$ cat src/rtl/counter_pkg.sv
// Shared definitions for the run/stop/lap/clear event-counter sequencer.
package counter_pkg;

  typedef enum logic [1:0] {
    ST_IDLE  = 2'd0,
    ST_RUN   = 2'd1,
    ST_LAP   = 2'd2,
    ST_PAUSE = 2'd3
  } state_e;

  // 100 Hz tick and 20 ms debounce at a 50 MHz clock
  localparam int unsigned DIV_DEFAULT        = 500000;
  localparam int unsigned DEB_CYCLES_DEFAULT = 1000000;

  // States in which the BCD counter is advancing
  function automatic logic is_counting(state_e s);
    return (s == ST_RUN) || (s == ST_LAP);
  endfunction

endpackage

$ cat src/rtl/key_debounce.sv
// One pushbutton path: two-flop synchronizer, stability debounce, and a
// one-cycle press event on the falling edge of the accepted level.
module key_debounce
  import counter_pkg::*;
#(
  parameter int unsigned DEB_CYCLES = DEB_CYCLES_DEFAULT
) (
  input  logic clk,
  input  logic rst,
  input  logic key_n,
  output logic press
);

  // Counter only needs to reach DEB_CYCLES-1; acceptance happens on that cycle
  localparam int unsigned CNT_W = (DEB_CYCLES > 1) ? $clog2(DEB_CYCLES) : 1;
  localparam logic [CNT_W-1:0] CNT_LAST = CNT_W'(DEB_CYCLES - 1);

  logic             sync1_q, sync1_d;
  logic             sync2_q, sync2_d;
  logic             acc_q, acc_d;
  logic             acc_dly_q, acc_dly_d;
  logic             press_q, press_d;
  logic [CNT_W-1:0] deb_cnt_q, deb_cnt_d;

  // Synchronize, count stable cycles of a differing level, detect accepted falling edge
  always_comb begin
    sync1_d   = key_n;
    sync2_d   = sync1_q;
    acc_d     = acc_q;
    deb_cnt_d = '0;
    if (sync2_q != acc_q) begin
      if (deb_cnt_q == CNT_LAST) begin
        acc_d = sync2_q;
      end else begin
        deb_cnt_d = deb_cnt_q + 1'b1;
      end
    end
    acc_dly_d = acc_q;
    press_d   = acc_dly_q & ~acc_q;
  end

  // Released (high) is the idle level of every key stage
  always_ff @(posedge clk or negedge rst) begin
    if (!rst) begin
      sync1_q   <= 1'b1;
      sync2_q   <= 1'b1;
      acc_q     <= 1'b1;
      acc_dly_q <= 1'b1;
      press_q   <= 1'b0;
      deb_cnt_q <= '0;
    end else begin
      sync1_q   <= sync1_d;
      sync2_q   <= sync2_d;
      acc_q     <= acc_d;
      acc_dly_q <= acc_dly_d;
      press_q   <= press_d;
      deb_cnt_q <= deb_cnt_d;
    end
  end

  assign press = press_q;

endmodule

$ cat src/rtl/counter_ctrl.sv
// Run/stop/lap/clear sequencer for the four-digit BCD event counter.
//
//   state | meaning
//   ------+-------------------------------------------------------
//   IDLE  | stopped, prescaler held at 0, clear allowed
//   RUN   | counting, display live
//   LAP   | counting, display frozen (disp_hold)
//   PAUSE | stopped, prescaler keeps its partial period
module counter_ctrl
  import counter_pkg::*;
#(
  parameter int unsigned DIV        = DIV_DEFAULT,
  parameter int unsigned DEB_CYCLES = DEB_CYCLES_DEFAULT
) (
  input  logic       clk,
  input  logic       rst,
  input  logic       key_start_n,
  input  logic       key_stop_n,
  input  logic       key_lap_n,
  input  logic       key_clear_n,
  output logic       cnt_en,
  output logic       cnt_clr,
  output logic       disp_hold,
  output logic [1:0] state
);

  localparam int unsigned PRE_W = $clog2(DIV);
  localparam logic [PRE_W-1:0] PRE_LAST = PRE_W'(DIV - 1);

  logic ev_start, ev_stop, ev_lap, ev_clear;

  state_e           state_q, state_d;
  logic [PRE_W-1:0] pre_q, pre_d;
  logic             cnt_clr_q, cnt_clr_d;
  logic             cnt_en_c;

  key_debounce #(.DEB_CYCLES(DEB_CYCLES)) u_key_start (
    .clk(clk), .rst(rst), .key_n(key_start_n), .press(ev_start)
  );
  key_debounce #(.DEB_CYCLES(DEB_CYCLES)) u_key_stop (
    .clk(clk), .rst(rst), .key_n(key_stop_n), .press(ev_stop)
  );
  key_debounce #(.DEB_CYCLES(DEB_CYCLES)) u_key_lap (
    .clk(clk), .rst(rst), .key_n(key_lap_n), .press(ev_lap)
  );
  key_debounce #(.DEB_CYCLES(DEB_CYCLES)) u_key_clear (
    .clk(clk), .rst(rst), .key_n(key_clear_n), .press(ev_clear)
  );

  // Next state from the single highest-priority event, then prescaler and tick
  always_comb begin
    state_d   = state_q;
    cnt_clr_d = 1'b0;
    pre_d     = pre_q;
    cnt_en_c  = 1'b0;

    if (ev_clear) begin
      state_d   = ST_IDLE;
      cnt_clr_d = 1'b1;
    end else if (ev_stop) begin
      if (is_counting(state_q)) state_d = ST_PAUSE;
    end else if (ev_start) begin
      if ((state_q == ST_IDLE) || (state_q == ST_PAUSE)) state_d = ST_RUN;
    end else if (ev_lap) begin
      case (state_q)
        ST_RUN:  state_d = ST_LAP;
        ST_LAP:  state_d = ST_RUN;
        default: state_d = state_q;
      endcase
    end

    // A tick is only issued (and the period only wraps) when counting
    // continues past this edge; otherwise DIV-1 is held so a resume ticks at once.
    if (state_q == ST_IDLE) begin
      pre_d = '0;
    end else if (is_counting(state_q)) begin
      if (pre_q == PRE_LAST) begin
        if (is_counting(state_d)) begin
          pre_d    = '0;
          cnt_en_c = 1'b1;
        end
      end else begin
        pre_d = pre_q + 1'b1;
      end
    end
  end

  // State, prescaler and registered clear pulse
  always_ff @(posedge clk or negedge rst) begin
    if (!rst) begin
      state_q   <= ST_IDLE;
      pre_q     <= '0;
      cnt_clr_q <= 1'b0;
    end else begin
      state_q   <= state_d;
      pre_q     <= pre_d;
      cnt_clr_q <= cnt_clr_d;
    end
  end

  assign cnt_en    = cnt_en_c;
  assign cnt_clr   = cnt_clr_q;
  assign disp_hold = (state_q == ST_LAP);
  assign state     = state_q;

endmodule
$ cat config.mk
export PLATFORM = sky130hd
export DESIGN_NAME = counter_ctrl
export DESIGN_NICKNAME = d
export VERILOG_FILES = /design/src/rtl/counter_pkg.sv /design/src/rtl/key_debounce.sv /design/src/rtl/counter_ctrl.sv
export SDC_FILE = /design/constraint.sdc
export NUM_CORES = 1
export LEC_CHECK = 0
export ABC_AREA = 1
export CORE_MARGIN = 2
export CORE_UTILIZATION = 50
export CTS_BUF_LIST = sky130_fd_sc_hd__clkbuf_16
export DETAILED_ROUTE_END_ITERATION = 16
export DONT_BUFFER_PORTS = 1
export GPL_TIMING_DRIVEN = 1
export SYNTH_ARGS = -nofsm -noshare
export SYNTH_HDL_FRONTEND = slang
export SYNTH_HIERARCHICAL = 1
export SYNTH_SLANG_ARGS = --single-unit
$ cat constraint.sdc
create_clock -name clk -period 2.8 [get_ports clk]
set_clock_uncertainty 0.2 [all_clocks]
set_input_delay 0.56 -clock clk [delete_from_list [all_inputs] [get_ports clk]]
set_output_delay 0.56 -clock clk [all_outputs]
set_load 0.03 [all_outputs]
==> impl_results.md, run 1 <==
- Vias in the first global route: about 5.5k
- Unrepaired setup endpoints after global routing: false
- Worst vdd ir: between 400 and 500 uV
- GRT Total Usage: 0.217
- # IOs: 11
- Area share of the largest cell type after synthesis: 0.376
- Clock transition at the registers of the reported paths: ~0.060 ns
- CP max FO: 7
- Global-route wire length before repair: about 26000 um
- Most frequent cells after synthesis: nand2_1, nor2_1, dfrtp_1
- Reg-to-reg startpoint: pre_q[1]
- WP data required: ~2.0 ns
- Clk_lat worst skew: approximately 0.42 ns
- Syn Area/Cell: 7.58 um^2
- Outcome: finished, violations left
- Maxcap violations: 0
- CORE AREA: between 10000 and 15000 um^2
- Total wire length: ~15000 um
- Worst reg2reg setup slack: about 0.57 ns
- CTS Sinks: about 120
- Crit. End Element: output pin
- Reg2reg path depth: 11
- Fraction of registers with async set/reset: 1.00
- Die span in x: between 100 and 150 um
- Setup crit start kind: register
- Synth area leader: dfrtp_1
- Combinational Power Share: 0.016
- Fillers: between 1k and 1.5k
- Total grt overflow: 0
- WS Path Type: reg2out
- YS warnings: 6
- DR vias/cell: ~5
- Internal power: 3.19 mW
- Sequential Power Share: 0.447
- Met1 global-route usage: 0.307
- EDFF count, synth: 0
- Post-Layout Cell Count: 1147
- Worst R2R End: pre_q[12]
- Most frequent CP cell: nor2_1
- Slew margin rel.: 0.710
- CP max stage cell: dfrtp_2
- DRT iter0 DRCs: approximately 410
- Remaining antenna violation count: 0
- Main synth FF type: dfrtp_1
- Top post-synthesis cells by area: dfrtp_1, nand2_1, nor2_1, dfstp_2, nand3_1
- Footprint of the multi-input gates: 3600 um^2
- FF+latch count, synth: 122
- Utilization after layout: 0.574
- Power consumption: just over 4 mW
- Crit share post-route: 0.944
- First-pass iteration count of the detailed router: 5
- Die ar.: ~15000 um^2
- Actual slew at the worst max-slew pin: between 0.4 and 0.5 ns
- Initial core utilization: 0.510
- Clock share of power: 0.537
- Root buffer selected by CTS: clkbuf_16
- Storage cell area: slightly above 3000 um^2
- GRT met2 Usage: 0.324
- Max Root-Sink Buffers: 2
- # DRC: 0
- Cells after Synth: 930
- Min Clock Period, post-route: 2.64 ns
- Mapped Area: between 7000 and 8000 um^2
- Die Y: around 120 um
- Psw: 0.844 mW
- Std cell rows: 43
- Most frequent cell after synthesis: nand2_1
- Ratio of cells with drive above 1 in the final layout: 0.161
- FMAX: about 0.38 GHz
- Met3 Use GR: 0.0525
- Slew Viols, Final: 0
- Hold Fails Final Rpt: roughly 120
- Crit-path cells: ha_1 -> nor2_1 -> nor2_1 -> nand2_1 -> nand4_1 -> a21oi_2 -> buf_4
- WP data arrival: 1.88 ns
- Syn nets: 945
- Unique masters post-synth: 31
- Sequential area share after synthesis: 0.436
- Initial antenna violation count: 0
- Vias: ~5.8k
- Clock H-tree levels: 4
- Slowest cell delay on critical path: around 0.45 ns
- Detailed Place HPWL: 10600 um
- PD cells: ~510 nW/um^2
- Layout area overhead: 12.6%
- GRT Max-Usage Layer: met2
- Sw frac: 0.209
- Setup TNS: 0 ns
- Number of port buffers: 0
- Number of buffers created by CTS: 17
- Count of final setup violators: 0
- Placed insts: 1110
- Gpl congestion: between 0.9 and 1
- Worst setup startpoint: state[1]
- Ant diodes: 0
- Largest net degree at the start of global routing: approximately 120
- WL per Instance: about 13 um
- Hold slack final: -0.376 ns
- Hold Crit Class: in2async
- TritonCTS clock tree: done
- Final nets: between 900 and 1k
- Static Leak: 3.42 nW
- Failing checks: negative hold slack
- # hold bufs at CTS: 4
-- cell usage in the layout (no fill, tap or decap), types with 6 or more instances in the layout --
cell type  count
a21oi_1        9
buf_4          6
clkbuf_16     17
dfrtp_1      105
dfstp_2       16
ha_1           8
inv_1         89
inv_2          9
nand2_1      212
nand2_2       25
nand3_1       70
nand3_2        9
nand4_1       21
nor2_1       205
nor2_2        30
nor2_4        12
nor3_1        13
nor3b_2        8
o21ai_0       11
o21ai_1       12
xnor2_1        8
xor2_1        33
-- area by class of cell --
| cell class | instances | share of cell area |
|---|---|---|
| multi-input combinational | 706 | 0.454 |
| sequential | 122 | 0.387 |
| clock buffer | 17 | 0.0536 |
| inverter | 97 | 0.0459 |
| tap | 180 | 0.0284 |
| clock inverter | 15 | 0.0199 |
| timing repair buffer | 10 | 0.0107 |
-- worst max-delay path by stage --
stage / cells after the start / to / slack [ns]
final: 7 / cnt_en / 0.16
after global routing: 7 / cnt_en / 0.007
after CTS: 8 / cnt_en / 0.05
after detailed placement: 8 / cnt_en / 0.41
after global placement: 8 / cnt_en / 0.46
after floorplan: 7 / cnt_en / 0.11
-- cells by family after synthesis --
kind of cell	count (synthesis)	synth area share
flops	122	0.436
fa+ha+maj	9	0.0160
compound gates	34	0.0245
simple gates	618	0.408
xor+xnor	45	0.0602
buf+inv	102	0.0557
-- per-layer routing --
layer	part of all wire	up-vias
li1	-	2969
met1	0.49	2696
met2	0.46	98
met3	0.035	12
met4	0.010	0
met5	0	-
-- stage by stage --
step,worst slack [ns],cell area (um^2)
floorplan,0.110,7050
detailed placement,0.414,7280
finish,0.156,7940
CTS,0.0472,7920
global placement,0.464,7280
global route,0.00728,7940
-- registers in the layout, summed over array words and instances, names as in the netlist, 2 cells and up --
register and flops:
u_key_stop/deb_cnt_q 20, u_key_start/deb_cnt_q 20, state 2, pre_q 19, u_key_clear/deb_cnt_q 20, u_key_lap/deb_cnt_q 20
-- worst max-delay path, delay by kind of cell, from the launching register on --
| family | cells | cell delay [ns] |
|---|---|---|
| AO/OA/AOI/OAI | 1 | 0.20 |
| AND/OR/NAND/NOR | 4 | 0.39 |
| flip-flops | 1 | 0.45 |
| buffers and inverters | 1 | 0.18 |
| adder cells (fa/ha/maj) | 1 | 0.24 |
-- repair_timing --
item | 4_1_cts | 5_1_grt
endpoints found under the hold margin | 126 | 122
resized for setup | 1 | 4
setup buffers | 1 | 0
endpoints found under the setup margin | 1 | 1
-- power groups by stage --
stage / combinational (mW) / clock, mW / sequential, mW
after floorplan: 0.0484 / 0 / 1.83
after global placement: 0.0606 / 0 / 1.83
after detailed placement: 0.0624 / 0 / 1.83
after CTS: 0.0671 / 2.22 / 1.80
after global routing: 0.0760 / 2.30 / 1.80
final: 0.0662 / 2.17 / 1.80
Power figures use the tool's default switching activity.
==> run 2: changes to the inputs <==
- PLACE_DENSITY: default -> 0.7
==> run 2 against run 1 <==
The flow still finishes with violations (negative hold slack). First-iteration DRC count increased by 28%. Power about the same. Combinational power shrank 1%. Critical path depth up 1. Utilization is the same. Cell area unchanged. Clock-buffer cell count unchanged. Global-route usage fell by 0.57 points. Via count grew 1.7%. Die area is the same. Non-clock buffer count stayed put. Sequential share of layout area did not move. Critical path type unchanged.
==> impl_results.md, run 2 (synthesis gave the netlist of run 1 again) <==
- Min Clock Period, post-route: 2.62 ns (was 2.64 ns)
- Design Area, Final: 7940 um^2 (unchanged)
- DR vias/cell: 5.12 (was 5.03)
- Commonest non-fill, non-tap cell in the layout: nand2_1 (unchanged)
- Die ar.: 15100 um^2 (unchanged)
- Footprint of the multi-input gates: 3600 um^2 (about the same)
- Clock H-tree levels: 4 (unchanged)
- Hold slack final: -0.360 ns (was -0.376 ns)
- Failing checks: negative hold slack (unchanged)
- WP data arrival: 1.86 ns (was 1.88 ns)
- Std cell rows: 43 (unchanged)
- Storage cell area: 3070 um^2 (unchanged)
- Worst path top cell family by delay: simple AND/OR/NAND/NOR gates (was flip-flops)
- Hold Fails Final Rpt: 122 (unchanged)
- Static Leak: 3.43 nW (was 3.42 nW)
- Pre-CTS setup slack: 0.423 ns (was 0.414 ns)
- CP max FO: 5 (was 7)
- Combinational Power Share: 0.016 (about the same)
- Slew Viols, Final: 0 (unchanged)
- # hold bufs at CTS: 4 (unchanged)
- Setup crit start kind: register (unchanged)
- Vias in the first global route: 5492 (was 5453)
- Die span in x: 123 um (unchanged)
- WS Path Type: reg2out (unchanged)
- Final WS setup: 0.184 ns (was 0.156 ns)
- Ratio of cells with drive above 1 in the final layout: 0.162 (was 0.161)
- Internal power: 3.19 mW (about the same)
- Gpl congestion: 0.928 (was 0.934)
- Detailed Place HPWL: 9970 um (was 10600 um)
- GRT met2 Usage: 0.328 (was 0.324)
- WP data required: 2.04 ns (about the same)
- Layout area overhead: 12.6% (unchanged)
- TritonCTS clock tree: done (unchanged)
- Unrepaired setup endpoints after global routing: false (unchanged)
- Worst vdd ir: 410 uV (was 405 uV)
- Met3 Use GR: 0.0483 (was 0.0525)
- Count of final setup violators: 0 (unchanged)
- Total wire length: 14300 um (was 15000 um)
- Actual slew at the worst max-slew pin: 0.463 ns (was 0.434 ns)
- Outcome: finished, violations left (unchanged)
- Total grt overflow: 0 (unchanged)
- # IOs: 11 (unchanged)
- Vias: 5874 (was 5775)
- Crit. End Element: output pin (unchanged)
- FMAX: 0.382 GHz (was 0.378 GHz)
- Global-route wire length before repair: 25200 um (was 25700 um)
- Clock transition at the registers of the reported paths: 0.06 ns (about the same)
- GRT Total Usage: 0.211 (was 0.217)
- Psw: 0.844 mW (about the same)
- DRT iter0 DRCs: 524 (was 408)
- CP max stage cell: dfrtp_1 (was dfrtp_2)
- Initial antenna violation count: 0 (unchanged)
- CTS Sinks: 122 (unchanged)
- Ant diodes: 0 (unchanged)
- Maxcap violations: 0 (unchanged)
- First-pass iteration count of the detailed router: 5 (unchanged)
- Remaining antenna violation count: 0 (unchanged)
- Commonest non-fill, non-tap cells in the layout: nand2_1, nor2_1, dfrtp_1, inv_1, nand3_1 (unchanged)
- Root buffer selected by CTS: clkbuf_16 (unchanged)
- Buf/Inv on CP: 1 (unchanged)
- Slowest cell delay on critical path: 0.41 ns (was 0.45 ns)
- Hold Crit Class: in2async (unchanged)
- Clock share of power: 0.537 (about the same)
- Largest net degree at the start of global routing: 123 (unchanged)
- Setup TNS: 0 ns (unchanged)
- Die Y: 123 um (unchanged)
- PD cells: 509 nW/um^2 (about the same)
- WL per Instance: 12.5 um (was 13.0 um)
- CORE AREA: 13800 um^2 (unchanged)
- Crit-path cells: ha_4 -> nand2_2 -> nor2_2 -> nand3_1 -> nor2_1 -> nand2_1 -> a21oi_2 -> buf_4 (was ha_1 -> nor2_1 -> nor2_1 -> nand2_1 -> nand4_1 -> a21oi_2 -> buf_4)
- Slew margin rel.: 0.691 (was 0.710)
- Initial core utilization: 0.510 (unchanged)
- Number of buffers created by CTS: 17 (unchanged)
- Sw frac: 0.209 (about the same)
- Sequential Power Share: 0.447 (about the same)
- Fillers: 1237 (was 1262)
- # DRC: 0 (unchanged)
- Placed cell areas: 7280 um^2 (unchanged)
- GRT Max-Usage Layer: met2 (unchanged)
- Final nets: 969 (unchanged)
- Met1 global-route usage: 0.291 (was 0.307)
- Number of port buffers: 0 (unchanged)
- Crit share post-route: 0.934 (was 0.944)
- Max Root-Sink Buffers: 2 (unchanged)
- Clk_lat worst skew: 0.42 ns (about the same)
run 2: final timing paths:
| check | slack (ns) | end | startpoint | depth (start not counted) |
|---|---|---|---|---|
| max | 0.18 | cnt_en | pre_q[1] | 8 |
| min reg2reg | 0.15 | u_key_stop/sync2_q | u_key_stop/sync1_q | 0 |
| max in group asynchronous | 2.46 | u_key_lap/acc_dly_d | rst | 0 |
| max reg2reg | 0.61 | pre_q[18] | pre_q[1] | 11 |
| min | -0.36 | pre_q[7] | rst | 0 |
| min in group clk | 0.15 | u_key_stop/sync2_q | u_key_stop/sync1_q | 0 |
run 2: per-stage QoR:
step / hold slack, ns / utilization / std cells / power (mW)
3_5_place_dp: 0.0700 / 0.527 / 1110 / 1.90
5_1_grt: -0.384 / 0.574 / 1147 / 4.18
2_1_floorplan: 0.0644 / - / 930 / 1.88
4_1_cts: -0.384 / 0.573 / 1147 / 4.09
6_report: -0.360 / 0.574 / 1147 / 4.04
3_3_place_gp: 0.0699 / 0.527 / 1110 / 1.89
run 2: routing by layer:
layer / part of all wire / vias up
met1: 0.49 / 2769
met5: 0 / -
met2: 0.46 / 112
li1: - / 2978
met4: 0.011 / 0
met3: 0.037 / 15
run 2: worst register-to-register path, delay by kind of cell (launching register included):
family	cells	cell delay, ns
adder cells (fa/ha/maj)	1	0.18
buffers and inverters	1	0.07
AND/OR/NAND/NOR	9	1.26
flip-flops	1	0.41
run 2: area by class of cell:
cell class,instances,share of cell area
Multi-Input combinational cell,706,0.454
Sequential cell,122,0.387
Clock buffer,17,0.0536
Inverter,97,0.0459
Tap cell,180,0.0284
Clock inverter,15,0.0202
Timing Repair Buffer,10,0.0107
run 2: power groups by stage:
stage | Combinational (mW) | Sequential, mW | Clock (mW)
2_1_floorplan | 0.0484 | 1.83 | 0
3_3_place_gp | 0.0604 | 1.83 | 0
3_5_place_dp | 0.0617 | 1.83 | 0
4_1_cts | 0.0664 | 1.80 | 2.22
5_1_grt | 0.0764 | 1.81 | 2.30
6_report | 0.0653 | 1.80 | 2.17
run 2: repair_timing:
| item | CTS | global route |
|---|---|---|
| resized for setup | 1 | 4 |
| endpoints found under the setup margin | 1 | 1 |
| endpoints found under the hold margin | 126 | 122 |
| setup buffers | 1 | 0 |
| pin swaps | 0 | 0 |
| cloned | 0 | 0 |
==> run 3: changes to the inputs <==
- ABC_AREA: 1 -> default
- GPL_TIMING_DRIVEN: 1 -> default
- clock period: 2.8 -> 3.25 ns (I/O delays scaled with it)
==> run 3 against run 2 <==
The run still ends with negative hold slack left. Non-clock buffer count grew 2. Sequential power fell by 13%. Via count fell by 21%. Clock power down 14%. Cell count down 32%. Critical endpoint unchanged.
==> impl_results.md, run 3 <==
- Gpl congestion: 0.855 (was 0.928)
- Crit. End Element: output pin (unchanged)
- First-pass iteration count of the detailed router: 5 (unchanged)
- WL per Instance: 16.0 um (was 12.5 um)
- Ant diodes: 0 (unchanged)
- Maxcap violations: 0 (unchanged)
- Unrepaired setup endpoints after global routing: false (unchanged)
- Hold Crit Class: in2async (unchanged)
- Clock H-tree levels: 4 (unchanged)
- Syn nets: 620 (was 945)
- # DRC: 0 (unchanged)
- FF+latch count, synth: 122 (unchanged)
- Worst path top cell family by delay: simple AND/OR/NAND/NOR gates (unchanged)
- Commonest non-fill, non-tap cell in the layout: dfrtp_1 (was nand2_1)
- Unique masters post-synth: 57 (was 31)
- Clk_lat worst skew: 0.41 ns (was 0.42 ns)
- Most frequent cells after synthesis: dfrtp_1, nor2_1, nand2_1 (was nand2_1, nor2_1, dfrtp_1)
- Syn Area/Cell: 10.2 um^2 (was 7.58 um^2)
- Count of final setup violators: 0 (unchanged)
- Mapped Area: 6150 um^2 (was 7050 um^2)
- Detailed Place HPWL: 8090 um (was 9970 um)
- Number of port buffers: 0 (unchanged)
- Initial core utilization: 0.512 (was 0.510)
- Hold slack final: -0.263 ns (was -0.360 ns)
- Layout area overhead: 12.7% (was 12.6%)
- DRT iter0 DRCs: 429 (was 524)
- Pre-CTS setup slack: 0.536 ns (was 0.423 ns)
- DR vias/cell: 5.96 (was 5.12)
- Most frequent cell after synthesis: dfrtp_1 (was nand2_1)
- Slowest cell delay on critical path: 0.45 ns (was 0.41 ns)
- TritonCTS clock tree: done (unchanged)
- Area share of the largest cell type after synthesis: 0.431 (was 0.376)
- Max Root-Sink Buffers: 2 (unchanged)
- Stages on worst setup path: 4 (was 8)
- Total grt overflow: 0 (unchanged)
- Main synth FF type: dfrtp_1 (unchanged)
- XOR/XNOR Fraction of Synth Area: 0.0783 (was 0.0602)
- Worst setup startpoint: pre_q[10] (was pre_q[1])
- Buf/Inv on CP: 0 (was 1)
- Die ar.: 13200 um^2 (was 15100 um^2)
- Setup TNS: 0 ns (unchanged)
- PD cells: 499 nW/um^2 (was 509 nW/um^2)
- Commonest non-fill, non-tap cells in the layout: dfrtp_1, nor2_1, nand2_1, nand3_1, a21oi_1 (was nand2_1, nor2_1, dfrtp_1, inv_1, nand3_1)
- Reg-to-reg startpoint: pre_q[10] (was pre_q[1])
- Std cell rows: 40 (was 43)
- EDFF count, synth: 0 (unchanged)
- Synth area leader: dfrtp_1 (unchanged)
- Fraction of registers with async set/reset: 1.00 (unchanged)
- Vias in the first global route: 4483 (was 5492)
- Final WS setup: 0.204 ns (was 0.184 ns)
- Root buffer selected by CTS: clkbuf_16 (unchanged)
- Vias: 4633 (was 5874)
- Min Clock Period, post-route: between 3 and 4 ns
- Hold Fails Final Rpt: 122 (unchanged)
- Largest family of logic cells by synthesized area: simple AND/OR/NAND/NOR gates (unchanged)
- FMAX: around 0.33 GHz
- Die Y: 115 um (was 123 um)
- Number of buffers created by CTS: 17 (unchanged)
- GRT Total Usage: 0.207 (was 0.211)
- Initial antenna violation count: 0 (unchanged)
- CORE AREA: 12000 um^2 (was 13800 um^2)
- Synth Area in Adders: 0.0183 (was 0.0160)
- Failing checks: negative hold slack (unchanged)
- Slew Viols, Final: 0 (unchanged)
- Post-synthesis compound-gate area fraction: 0.113 (was 0.0245)
- CP max FO: 7 (was 5)
- Cells after Synth: 605 (was 930)
- Actual slew at the worst max-slew pin: 1.03 ns (was 0.463 ns)
- Setup crit start kind: register (unchanged)
- Largest net degree at the start of global routing: 123 (unchanged)
- WP data required: 2.40 ns (was 2.04 ns)
- Total wire length: 12400 um (was 14300 um)
- Global-route wire length before repair: 21600 um (was 25200 um)
- Slew margin rel.: 0.312 (was 0.691)
- # IOs: 11 (unchanged)
- Worst vdd ir: 707 uV (was 410 uV)
- Die span in x: 115 um (was 123 um)
- WS Path Type: reg2out (unchanged)
- Crit share post-route: 0.937
- Clock transition at the registers of the reported paths: 0.06 ns (about the same)
- Static Leak: 2.93 nW (was 3.43 nW)
- YS warnings: 6 (unchanged)
- Crit-path cells: nor4b_2 -> nand4_1 -> nor4_4 -> and4_1 (was ha_4 -> nand2_2 -> nor2_2 -> nand3_1 -> nor2_1 -> nand2_1 -> a21oi_2 -> buf_4)
- Sequential area share after synthesis: 0.500 (was 0.436)
- CTS Sinks: 122 (unchanged)
- CP max stage cell: dfrtp_1 (unchanged)
- Ratio of cells with drive above 1 in the final layout: 0.132 (was 0.162)
- Outcome: finished, violations left (unchanged)
- Multiplexer share of the synthesized area: 0.0157 (was 0)
- Top post-synthesis cells by area: dfrtp_1, dfstp_2, xor2_1, nor2_1, nand3_1 (was dfrtp_1, nand2_1, nor2_1, dfstp_2, nand3_1)
- Remaining antenna violation count: 0 (unchanged)
- Final nets: 632 (was 969)
- WP data arrival: 2.20 ns (was 1.86 ns)
- Synth Area in Simple Gates: 0.255 (was 0.408)
- Reg2reg path depth: 6 (was 11)
## run 3: cell count changes in the layout (fill, tap and decap cells not counted), moves of 19 or more
| cell | previous run | this run |
|---|---|---|
| nand2_1 | 212 | 49 |
| nor2_1 | 204 | 73 |
| inv_1 | 90 | 11 |
| nand3_1 | 70 | 39 |
| nor2_2 | 31 | 1 |
| a21oi_1 | 9 | 34 |
| nand2_2 | 25 | 0 |
| or3_1 | 0 | 19 |
## run 3: cell type report
type / count / area (um^2)
Clock buffer: 17 / 425
Clock inverter: 15 / 159
Fill cell: 977 / 5080
Inverter: 9 / 33.8
Multi-Input combinational cell: 455 / 2970
Sequential cell: 122 / 3070
Tap cell: 147 / 184
Timing Repair Buffer: 12 / 90.1
## run 3: worst paths after layout
check,end,slack [ns]
max in group asynchronous,u_key_stop/sync2_q,2.87
worst max-delay path,cnt_en,0.20
min in group clk,u_key_lap/sync1_q,0.03
worst max register to register,pre_q[12],0.66
worst min-delay path,u_key_start/deb_cnt_q[4],-0.26
worst min register to register,u_key_clear/sync2_q,0.16
## run 3: cell families (layout without fill, tap and decap cells)
kind of cell,after synthesis,in the layout
fa+ha+maj,9,9
xor+xnor,55,55
buf+inv,28,53
flops,122,122
compound gates,100,100
mux,9,9
simple gates,282,282
## run 3: routing by layer
metal,global-route usage,vias to the layer above,wire length (um),share of wire
li1,-,2225,-,-
met1,0.278,2291,5680,0.46
met2,0.317,101,5980,0.48
met3,0.0701,16,578,0.047
met4,0.0715,0,167,0.013
met5,0,-,0,0
## run 3: metrics by stage
stage	power (mW)	std cells	utilization	cell area (um^2)	hold slack, ns
4_1_cts	3.50	775	0.575	6910	-0.283
6_report	3.46	777	0.577	6930	-0.263
3_3_place_gp	1.63	743	0.527	6320	0.147
3_5_place_dp	1.63	743	0.527	6320	0.148
5_1_grt	3.59	777	0.577	6930	-0.290
2_1_floorplan	1.62	605	-	6150	0.145
## run 3: power breakdown
part | total, mW | internal, mW | switching, mW
Combinational | 0.0464 | 0.0188 | 0.0276
Sequential | 1.56 | 1.54 | 0.0144
Clock | 1.86 | 1.19 | 0.667
Total | 3.46 | 2.75 | 0.709
## run 3: timing repair
action / 4_1_cts / 5_1_grt
hold endpoints to repair: 122 / 122
gates resized for setup: 0 / 1
endpoints found under the setup margin: 0 / 1
buffers inserted: 0 / 2
